===== src/rtl/core_dbg_apb_master_pkg.sv =====
// Shared types and constants for the core debug APB requester.
//   - apb_state_e : requester FSM encoding (IDLE/SETUP/ACCESS/RESP)
//   - apb_rsp_t   : response record {rdata, err, timeout}
//   - STRB_W      : byte-strobe width for the default data width
//   - complete_rsp: builds the response of a transfer that saw pready=1
package core_dbg_apb_pkg;

    localparam int APB_ADDR_W = 32;
    localparam int APB_DATA_W = 32;
    localparam int STRB_W     = APB_DATA_W / 8;
    localparam int WAIT_CNT_W = 16;

    typedef enum logic [1:0] {
        ST_IDLE   = 2'd0,
        ST_SETUP  = 2'd1,
        ST_ACCESS = 2'd2,
        ST_RESP   = 2'd3
    } apb_state_e;

    typedef struct packed {
        logic [APB_DATA_W-1:0] rdata;
        logic                  err;
        logic                  timeout;
    } apb_rsp_t;

    // Read data is only returned for error-free reads; writes and errors return zero.
    function automatic apb_rsp_t complete_rsp(
        input logic                  is_write,
        input logic                  slverr,
        input logic [APB_DATA_W-1:0] rdata
    );
        apb_rsp_t r;
        r.err     = slverr;
        r.timeout = 1'b0;
        if (!is_write && !slverr) begin
            r.rdata = rdata;
        end else begin
            r.rdata = {APB_DATA_W{1'b0}};
        end
        return r;
    endfunction

endpackage


===== src/rtl/core_dbg_apb_master_timer.sv =====
// ACCESS-phase wait timer.
// Ports: clk, rst_n (async, active-low); clear zeroes the count; count_en adds
// one (saturating at all-ones); limit is the abort threshold; disable_zero makes
// limit==0 mean "never expire"; expired flags the cycle on which the count
// being added would reach the limit.
module apb_wait_timer
    import core_dbg_apb_pkg::*;
(
    input  logic                  clk,
    input  logic                  rst_n,
    input  logic                  clear,
    input  logic                  count_en,
    input  logic [WAIT_CNT_W-1:0] limit,
    input  logic                  disable_zero,
    output logic                  expired
);

    logic [WAIT_CNT_W-1:0] cnt_r;
    logic [WAIT_CNT_W-1:0] cnt_inc_s;
    logic                  expired_s;

    // Saturating increment of the wait count.
    always_comb begin
        cnt_inc_s = cnt_r;
        if (cnt_r == {WAIT_CNT_W{1'b1}}) begin
            cnt_inc_s = cnt_r;
        end else begin
            cnt_inc_s = cnt_r + {{(WAIT_CNT_W-1){1'b0}}, 1'b1};
        end
    end

    // Expiry is judged on the count this wait cycle produces, so the Nth waited
    // cycle is the abort cycle.
    always_comb begin
        expired_s = 1'b0;
        if (disable_zero && (limit == {WAIT_CNT_W{1'b0}})) begin
            expired_s = 1'b0;
        end else if (count_en) begin
            expired_s = (cnt_inc_s >= limit);
        end else begin
            expired_s = 1'b0;
        end
    end

    // Wait count register.
    always_ff @(posedge clk or negedge rst_n) begin
        if (!rst_n) begin
            cnt_r <= {WAIT_CNT_W{1'b0}};
        end else if (clear) begin
            cnt_r <= {WAIT_CNT_W{1'b0}};
        end else if (count_en) begin
            cnt_r <= cnt_inc_s;
        end else begin
            cnt_r <= cnt_r;
        end
    end

    assign expired = expired_s;

endmodule


===== src/rtl/core_dbg_apb_master.sv =====
// APB4 requester for the core debug path: one debug request at a time becomes
// an APB SETUP/ACCESS transfer; the result comes back on a response handshake.
// Ports: req_* (request valid/ready, direction, address, data, strobes),
// rsp_* (response valid/ready, read data, error, timeout), p* (APB4 requester).
// All outputs are flops except req_ready, which decodes the IDLE state.
// The response record is sized by the package data width, so DATA_WIDTH must
// stay equal to APB_DATA_W.
module core_dbg_apb_master
    import core_dbg_apb_pkg::*;
#(
    parameter int ADDR_WIDTH     = 32,
    parameter int DATA_WIDTH     = 32,
    parameter int TIMEOUT_CYCLES = 256
) (
    input  logic                    clk,
    input  logic                    rst_n,
    input  logic                    req_valid,
    output logic                    req_ready,
    input  logic                    req_wr,
    input  logic [ADDR_WIDTH-1:0]   req_addr,
    input  logic [DATA_WIDTH-1:0]   req_wdata,
    input  logic [DATA_WIDTH/8-1:0] req_wstrb,
    output logic                    rsp_valid,
    input  logic                    rsp_ready,
    output logic [DATA_WIDTH-1:0]   rsp_rdata,
    output logic                    rsp_err,
    output logic                    rsp_timeout,
    output logic [ADDR_WIDTH-1:0]   paddr,
    output logic                    psel,
    output logic                    penable,
    output logic                    pwrite,
    output logic [DATA_WIDTH-1:0]   pwdata,
    output logic [DATA_WIDTH/8-1:0] pstrb,
    input  logic                    pready,
    input  logic [DATA_WIDTH-1:0]   prdata,
    input  logic                    pslverr
);

    localparam logic [WAIT_CNT_W-1:0] TMO_LIMIT = WAIT_CNT_W'(TIMEOUT_CYCLES);

    apb_state_e              state_r, state_s;
    logic                    psel_r, psel_s;
    logic                    penable_r, penable_s;
    logic                    pwrite_r, pwrite_s;
    logic [ADDR_WIDTH-1:0]   paddr_r, paddr_s;
    logic [DATA_WIDTH-1:0]   pwdata_r, pwdata_s;
    logic [DATA_WIDTH/8-1:0] pstrb_r, pstrb_s;
    logic                    rsp_valid_r, rsp_valid_s;
    apb_rsp_t                rsp_r, rsp_s;
    logic                    timer_clr_s;
    logic                    timer_cnt_en_s;
    logic                    timer_expired_s;

    // Count restarts on every accepted request and on every consumed response.
    assign timer_clr_s    = ((state_r == ST_IDLE) && req_valid) ||
                            ((state_r == ST_RESP) && rsp_ready);
    assign timer_cnt_en_s = (state_r == ST_ACCESS) && !pready;

    apb_wait_timer u_wait_timer (
        .clk          (clk),
        .rst_n        (rst_n),
        .clear        (timer_clr_s),
        .count_en     (timer_cnt_en_s),
        .limit        (TMO_LIMIT),
        .disable_zero (1'b1),
        .expired      (timer_expired_s)
    );

    // Next-state and next-output decode; psel/penable are computed one cycle
    // ahead so they come straight from flops.
    always_comb begin
        state_s     = state_r;
        psel_s      = 1'b0;
        penable_s   = 1'b0;
        pwrite_s    = pwrite_r;
        paddr_s     = paddr_r;
        pwdata_s    = pwdata_r;
        pstrb_s     = pstrb_r;
        rsp_valid_s = rsp_valid_r;
        rsp_s       = rsp_r;
        case (state_r)
            ST_IDLE: begin
                if (req_valid) begin
                    paddr_s  = req_addr;
                    pwrite_s = req_wr;
                    pwdata_s = req_wdata;
                    // Reads must drive all-zero strobes on APB4.
                    pstrb_s  = req_wr ? req_wstrb : {(DATA_WIDTH/8){1'b0}};
                    psel_s   = 1'b1;
                    state_s  = ST_SETUP;
                end else begin
                    state_s  = ST_IDLE;
                end
            end
            ST_SETUP: begin
                psel_s    = 1'b1;
                penable_s = 1'b1;
                state_s   = ST_ACCESS;
            end
            ST_ACCESS: begin
                // pready has priority: the timer never expires on a ready cycle.
                if (pready) begin
                    rsp_s       = complete_rsp(pwrite_r, pslverr, prdata);
                    rsp_valid_s = 1'b1;
                    state_s     = ST_RESP;
                end else if (timer_expired_s) begin
                    rsp_s.rdata   = {APB_DATA_W{1'b0}};
                    rsp_s.err     = 1'b1;
                    rsp_s.timeout = 1'b1;
                    rsp_valid_s   = 1'b1;
                    state_s       = ST_RESP;
                end else begin
                    psel_s    = 1'b1;
                    penable_s = 1'b1;
                    state_s   = ST_ACCESS;
                end
            end
            ST_RESP: begin
                if (rsp_ready) begin
                    rsp_valid_s = 1'b0;
                    state_s     = ST_IDLE;
                end else begin
                    state_s     = ST_RESP;
                end
            end
            default: begin
                state_s = ST_IDLE;
            end
        endcase
    end

    // State and output registers.
    always_ff @(posedge clk or negedge rst_n) begin
        if (!rst_n) begin
            state_r     <= ST_IDLE;
            psel_r      <= 1'b0;
            penable_r   <= 1'b0;
            pwrite_r    <= 1'b0;
            paddr_r     <= {ADDR_WIDTH{1'b0}};
            pwdata_r    <= {DATA_WIDTH{1'b0}};
            pstrb_r     <= {(DATA_WIDTH/8){1'b0}};
            rsp_valid_r <= 1'b0;
            rsp_r       <= '{rdata: {APB_DATA_W{1'b0}}, err: 1'b0, timeout: 1'b0};
        end else begin
            state_r     <= state_s;
            psel_r      <= psel_s;
            penable_r   <= penable_s;
            pwrite_r    <= pwrite_s;
            paddr_r     <= paddr_s;
            pwdata_r    <= pwdata_s;
            pstrb_r     <= pstrb_s;
            rsp_valid_r <= rsp_valid_s;
            rsp_r       <= rsp_s;
        end
    end

    assign req_ready   = (state_r == ST_IDLE);
    assign psel        = psel_r;
    assign penable     = penable_r;
    assign pwrite      = pwrite_r;
    assign paddr       = paddr_r;
    assign pwdata      = pwdata_r;
    assign pstrb       = pstrb_r;
    assign rsp_valid   = rsp_valid_r;
    assign rsp_rdata   = rsp_r.rdata;
    assign rsp_err     = rsp_r.err;
    assign rsp_timeout = rsp_r.timeout;

endmodule


===== config.mk =====
export PLATFORM = sky130hd
export DESIGN_NAME = core_dbg_apb_master
export DESIGN_NICKNAME = d
export VERILOG_FILES = /design/src/rtl/core_dbg_apb_master_pkg.sv /design/src/rtl/core_dbg_apb_master_timer.sv /design/src/rtl/core_dbg_apb_master.sv
export SDC_FILE = /design/constraint.sdc
export NUM_CORES = 1
export LEC_CHECK = 0
export BUFFER_PORTS_ARGS = -buffer_cell sky130_fd_sc_hd__buf_2
export CORE_ASPECT_RATIO = 2
export CORE_MARGIN = 1.5
export CORE_UTILIZATION = 50
export DETAILED_ROUTE_END_ITERATION = 8
export GPL_ROUTABILITY_DRIVEN = 1
export GPL_TIMING_DRIVEN = 1
export MAX_ROUTING_LAYER = met4
export PLACE_DENSITY = 0.9
export SYNTH_ARGS = -nofsm -noshare
export SYNTH_HDL_FRONTEND = slang
export SYNTH_SLANG_ARGS = --single-unit

===== constraint.sdc =====
create_clock -name clk -period 6.32 [get_ports clk]
set_input_delay 1.264 -clock clk [delete_from_list [all_inputs] [get_ports clk]]
set_output_delay 1.264 -clock clk [all_outputs]
set_load 0.02 [all_outputs]

==> summary.txt <==
Outcome
  • Status: finished clean

GRT
  • Initial antenna violation count: 1
  • Tot GR Track Use: 24.90%
  • Largest net degree at the start of global routing: 74
  • Number of global-route vias before repair: 4267
  • First-pass GRT wire length: 19980 microns
  • Grt ovf: 0

Critical path
  • CP Cell Sequence: ha_1 > and4_1 > o211a_1 > or4_4 > a2111oi_4 > nand2b_1 > a22o_1
  • Reg2Reg Depth: 7
  • Worst R2R End: rsp_rdata[3]
  • Arrival @ worst endpoint: 3660 ps
  • Crit path depth: 7
  • Crit. Startpoint: u_wait_timer.cnt_r[0]
  • Crit path kind: flip-flop to flip-flop
  • Crit-path slowest cell: nand2b_1
  • Worst-path maximum fanout: 33
  • Reg-to-reg critical path startpoint: u_wait_timer.cnt_r[0]
  • Critical Path End Type: flip-flop
  • Startpoint types: flip-flop
  • CP peak stage delay: 1000 ps
  • Worst Path Required: between 6000 and 7000 ps
  • CP top delay family: simple AND/OR/NAND/NOR gates
  • WP buf/inv: 0
  • R2r setup slk: 3000 ps

Timing
  • RSZ-0062 raised after global routing: no
  • Hold_ws: 483.9 ps
  • Clock skew: 7.637 ps
  • Fin. Hold Viols: 0
  • Ratio of final minimum period to clock period: 52.48%
  • Final Max Tran Viols: 0
  • Least-Margin Pin Slew: 1259 ps
  • Setup violations, final: 0
  • Setup_tns: 0 ps
  • Fin crit period: around 3300 ps
  • Slew headroom: 16.08%
  • Max Clk Rate: 0.3015 GHz

CTS
  • Maximum root-to-sink buffer count: 2
  • CTS tree: built
  • CTS resizes: 0
  • Setup bufs post-CTS: 0
  • CTS H-tree lvls: 4
  • Worst-skew pair later-pin latency: 410 ps
  • # hold bufs at CTS: 0
  • Clock-pin slew on the worst setup and hold paths: 60 ps
  • Cts bufs inserted: 17
  • CTS Sinks: roughly 120
  • Root buffer cell: clkbuf_16

Min path
  • Worst hold-check path type: flip-flop to flip-flop
  • WHS Path Cells: 2
  • Worst hold start: pstrb[3]
  • Hold Path End: pstrb[3]

Routing
  • Vias per cell: 5.412
  • Detailed router's first-iteration violation count: approximately 170
  • Final ANT Viol Nets: 0
  • Average wire per standard cell: 17.28 microns
  • Routed vias: 3983
  • TritonRoute pass-1 iters: 4
  • Routed Wire Length: 12720 microns
  • Remaining routing DRC violations: 0

Layout
  • Area grow syn2layout: 34.37%
  • Layout cells sized above 1: 53.67%
  • Final core utilization: 68.26%
  • Nets: 701

Power and ir drop
  • Peak supply drop: about 0.33 mV
  • Power per cell area: between 500 and 600 nW/um^2
  • Static Leak: 3.453 nW
  • Total power: 3.752 mW

Run
  • Max-cap viol count: 0

Place
  • I/O Buffers: 213
  • RD Place Congestion: 0.9021
  • Hpwl dp: around 9300 microns

Floorplanning
  • FP Rows: 52
  • Die height: 145.7 microns
  • Core Region: 10020 sq um
  • Io pins: between 200 and 250
  • Die area: 10830 sq um
  • Starting Density: 50.80%
  • Die Wd: 74.35 microns

Logic synthesis
  • Netlist cell types: 43
  • Syn_nets: 485
  • Mapped Cells: around 370
  • Sequential share of the synthesized area: between 60% and 70%
  • Synth Warn #: 0
  • Total of flip-flops plus latches after synthesis: 124
  • Cell Area, Synth: 5090 sq um
  • Avg Cell Area, Syn: roughly 14 sq um
## worst register-to-register path, stage by stage (launching register included)
cell       delay, ps
dfrtp_1          430
ha_1             280
and4_1           200
o211a_1          160
or4_4            460
a2111oi_4        420
nand2b_1        1000
a22o_1           320
## worst max path at each step
| stage | end | slack (ps) |
|---|---|---|
| after floorplan | paddr[0] | 3810 |
| after global placement | rsp_rdata[23] | 3200 |
| after detailed placement | rsp_err | 3030 |
| after CTS | rsp_rdata[0] | 3010 |
| after global routing | rsp_err | 2810 |
| final | rsp_rdata[3] | 3000 |
## synthesized netlist by cell type, drive strengths merged
library cell,n,area (sq um)
o31a,1,8.760
ha,6,75.07
o211a,1,10.01
dlygate4sd1,3,26.28
nor2,23,86.33
nor2b,2,12.51
xnor2,1,8.760
a31o,1,8.760
nor3,5,25.02
inv,6,22.52
a311oi,2,17.52
a22oi,1,7.510
xor2,9,78.83
and3,1,6.260
a211oi,2,15.01
nand3,5,25.02
buf,4,71.32
dfrtp,124,3103
mux2i,5,50.05
nand2b,4,25.02
and2,2,12.51
o21a,1,7.510
clkbuf,12,47.55
a21oi,4,20.02
o21ai,8,40.04
mux2,65,732.0
o311ai,1,8.760
nor3b,1,7.510
nand4,9,71.32
a2111oi,1,27.53
nor4,3,18.77
or4,3,27.53
o211ai,1,7.510
and4,1,8.760
nand2,21,78.83
or3,1,6.260
a22o,32,284.0
## layout make-up
class                   count  area, sq um
fillers                   748         3181
flip-flops and latches    124         3103
multi-input cells         223         1827
repair buffers            216         1091
clock buffers              20        466.7
well taps                 135        168.9
clock inverters            11        157.7
inverters                   6        22.52
diodes                      1        2.502
## state kept, by name, summed over array words and instances, names as in the netlist
name / cells
rsp_rdata: 32
u_wait_timer.cnt_r: 16
paddr: 32
rsp_valid: 1
pwdata: 32
psel: 1
rsp_err: 1
pstrb: 4
penable: 1
rsp_timeout: 1
pwrite: 1
state_r: 2
## routing by layer
layer | vias up | wire length [microns] | track usage (%)
met2 | 193 | 7071 | 42.41
li1 | 1774 | - | -
met4 | 0 | 437 | 12.55
met3 | 38 | 831 | 6.302
met1 | 1978 | 4377 | 25.48
met5 | - | 0 | -
## placed cells by master (no fill, tap or decap), types with 4 or more instances in the layout
| master | netlist | routed |
|---|---|---|
| ha_1 | 6 | 6 |
| a22o_1 | 29 | 29 |
| a21oi_1 | 4 | 4 |
| nor2_1 | 23 | 23 |
| nand2b_1 | 4 | 4 |
| nand4_1 | 8 | 8 |
| mux2_2 | 65 | 65 |
| xor2_1 | 9 | 9 |
| clkbuf_16 | 0 | 17 |
| buf_2 | 0 | 212 |
| inv_1 | 6 | 6 |
| nand3_1 | 5 | 5 |
| buf_4 | 0 | 4 |
| mux2i_1 | 5 | 5 |
| dfrtp_1 | 124 | 124 |
| o21ai_0 | 8 | 8 |
| nor3_1 | 5 | 4 |
| nand2_1 | 21 | 20 |
| inv_6 | 0 | 4 |
## where the power goes
group          internal [mW]  total [mW]  switching (mW)  leakage, nW
clock network          0.656        1.02           0.361        0.300
registers               1.14        1.33           0.187         1.55
logic                  0.569        1.41           0.837         1.60
total                   2.37        3.75            1.39         3.45
## per-stage QoR
step                      cell area [sq um]  setup slack [ps]  instances
final                                  6839              3003        736
after global routing                   6839              2812        736
after CTS                              6837              3006        735
after detailed placement               6212              3029        704
after global placement                 6212              3202        704
after floorplan                        5090              3811        372
## kinds of logic after synthesis
group | after synthesis | share of synthesized area, %
AO/OA/AOI/OAI | 56 | 9.096
XOR/XNOR | 10 | 1.721
adder cells (fa/ha/maj) | 6 | 1.475
buffers and inverters | 25 | 3.294
flip-flops | 124 | 60.96
multiplexers | 70 | 15.36
AND/OR/NAND/NOR | 81 | 8.088
No activity file was read; power rests on OpenSTA's default activity.
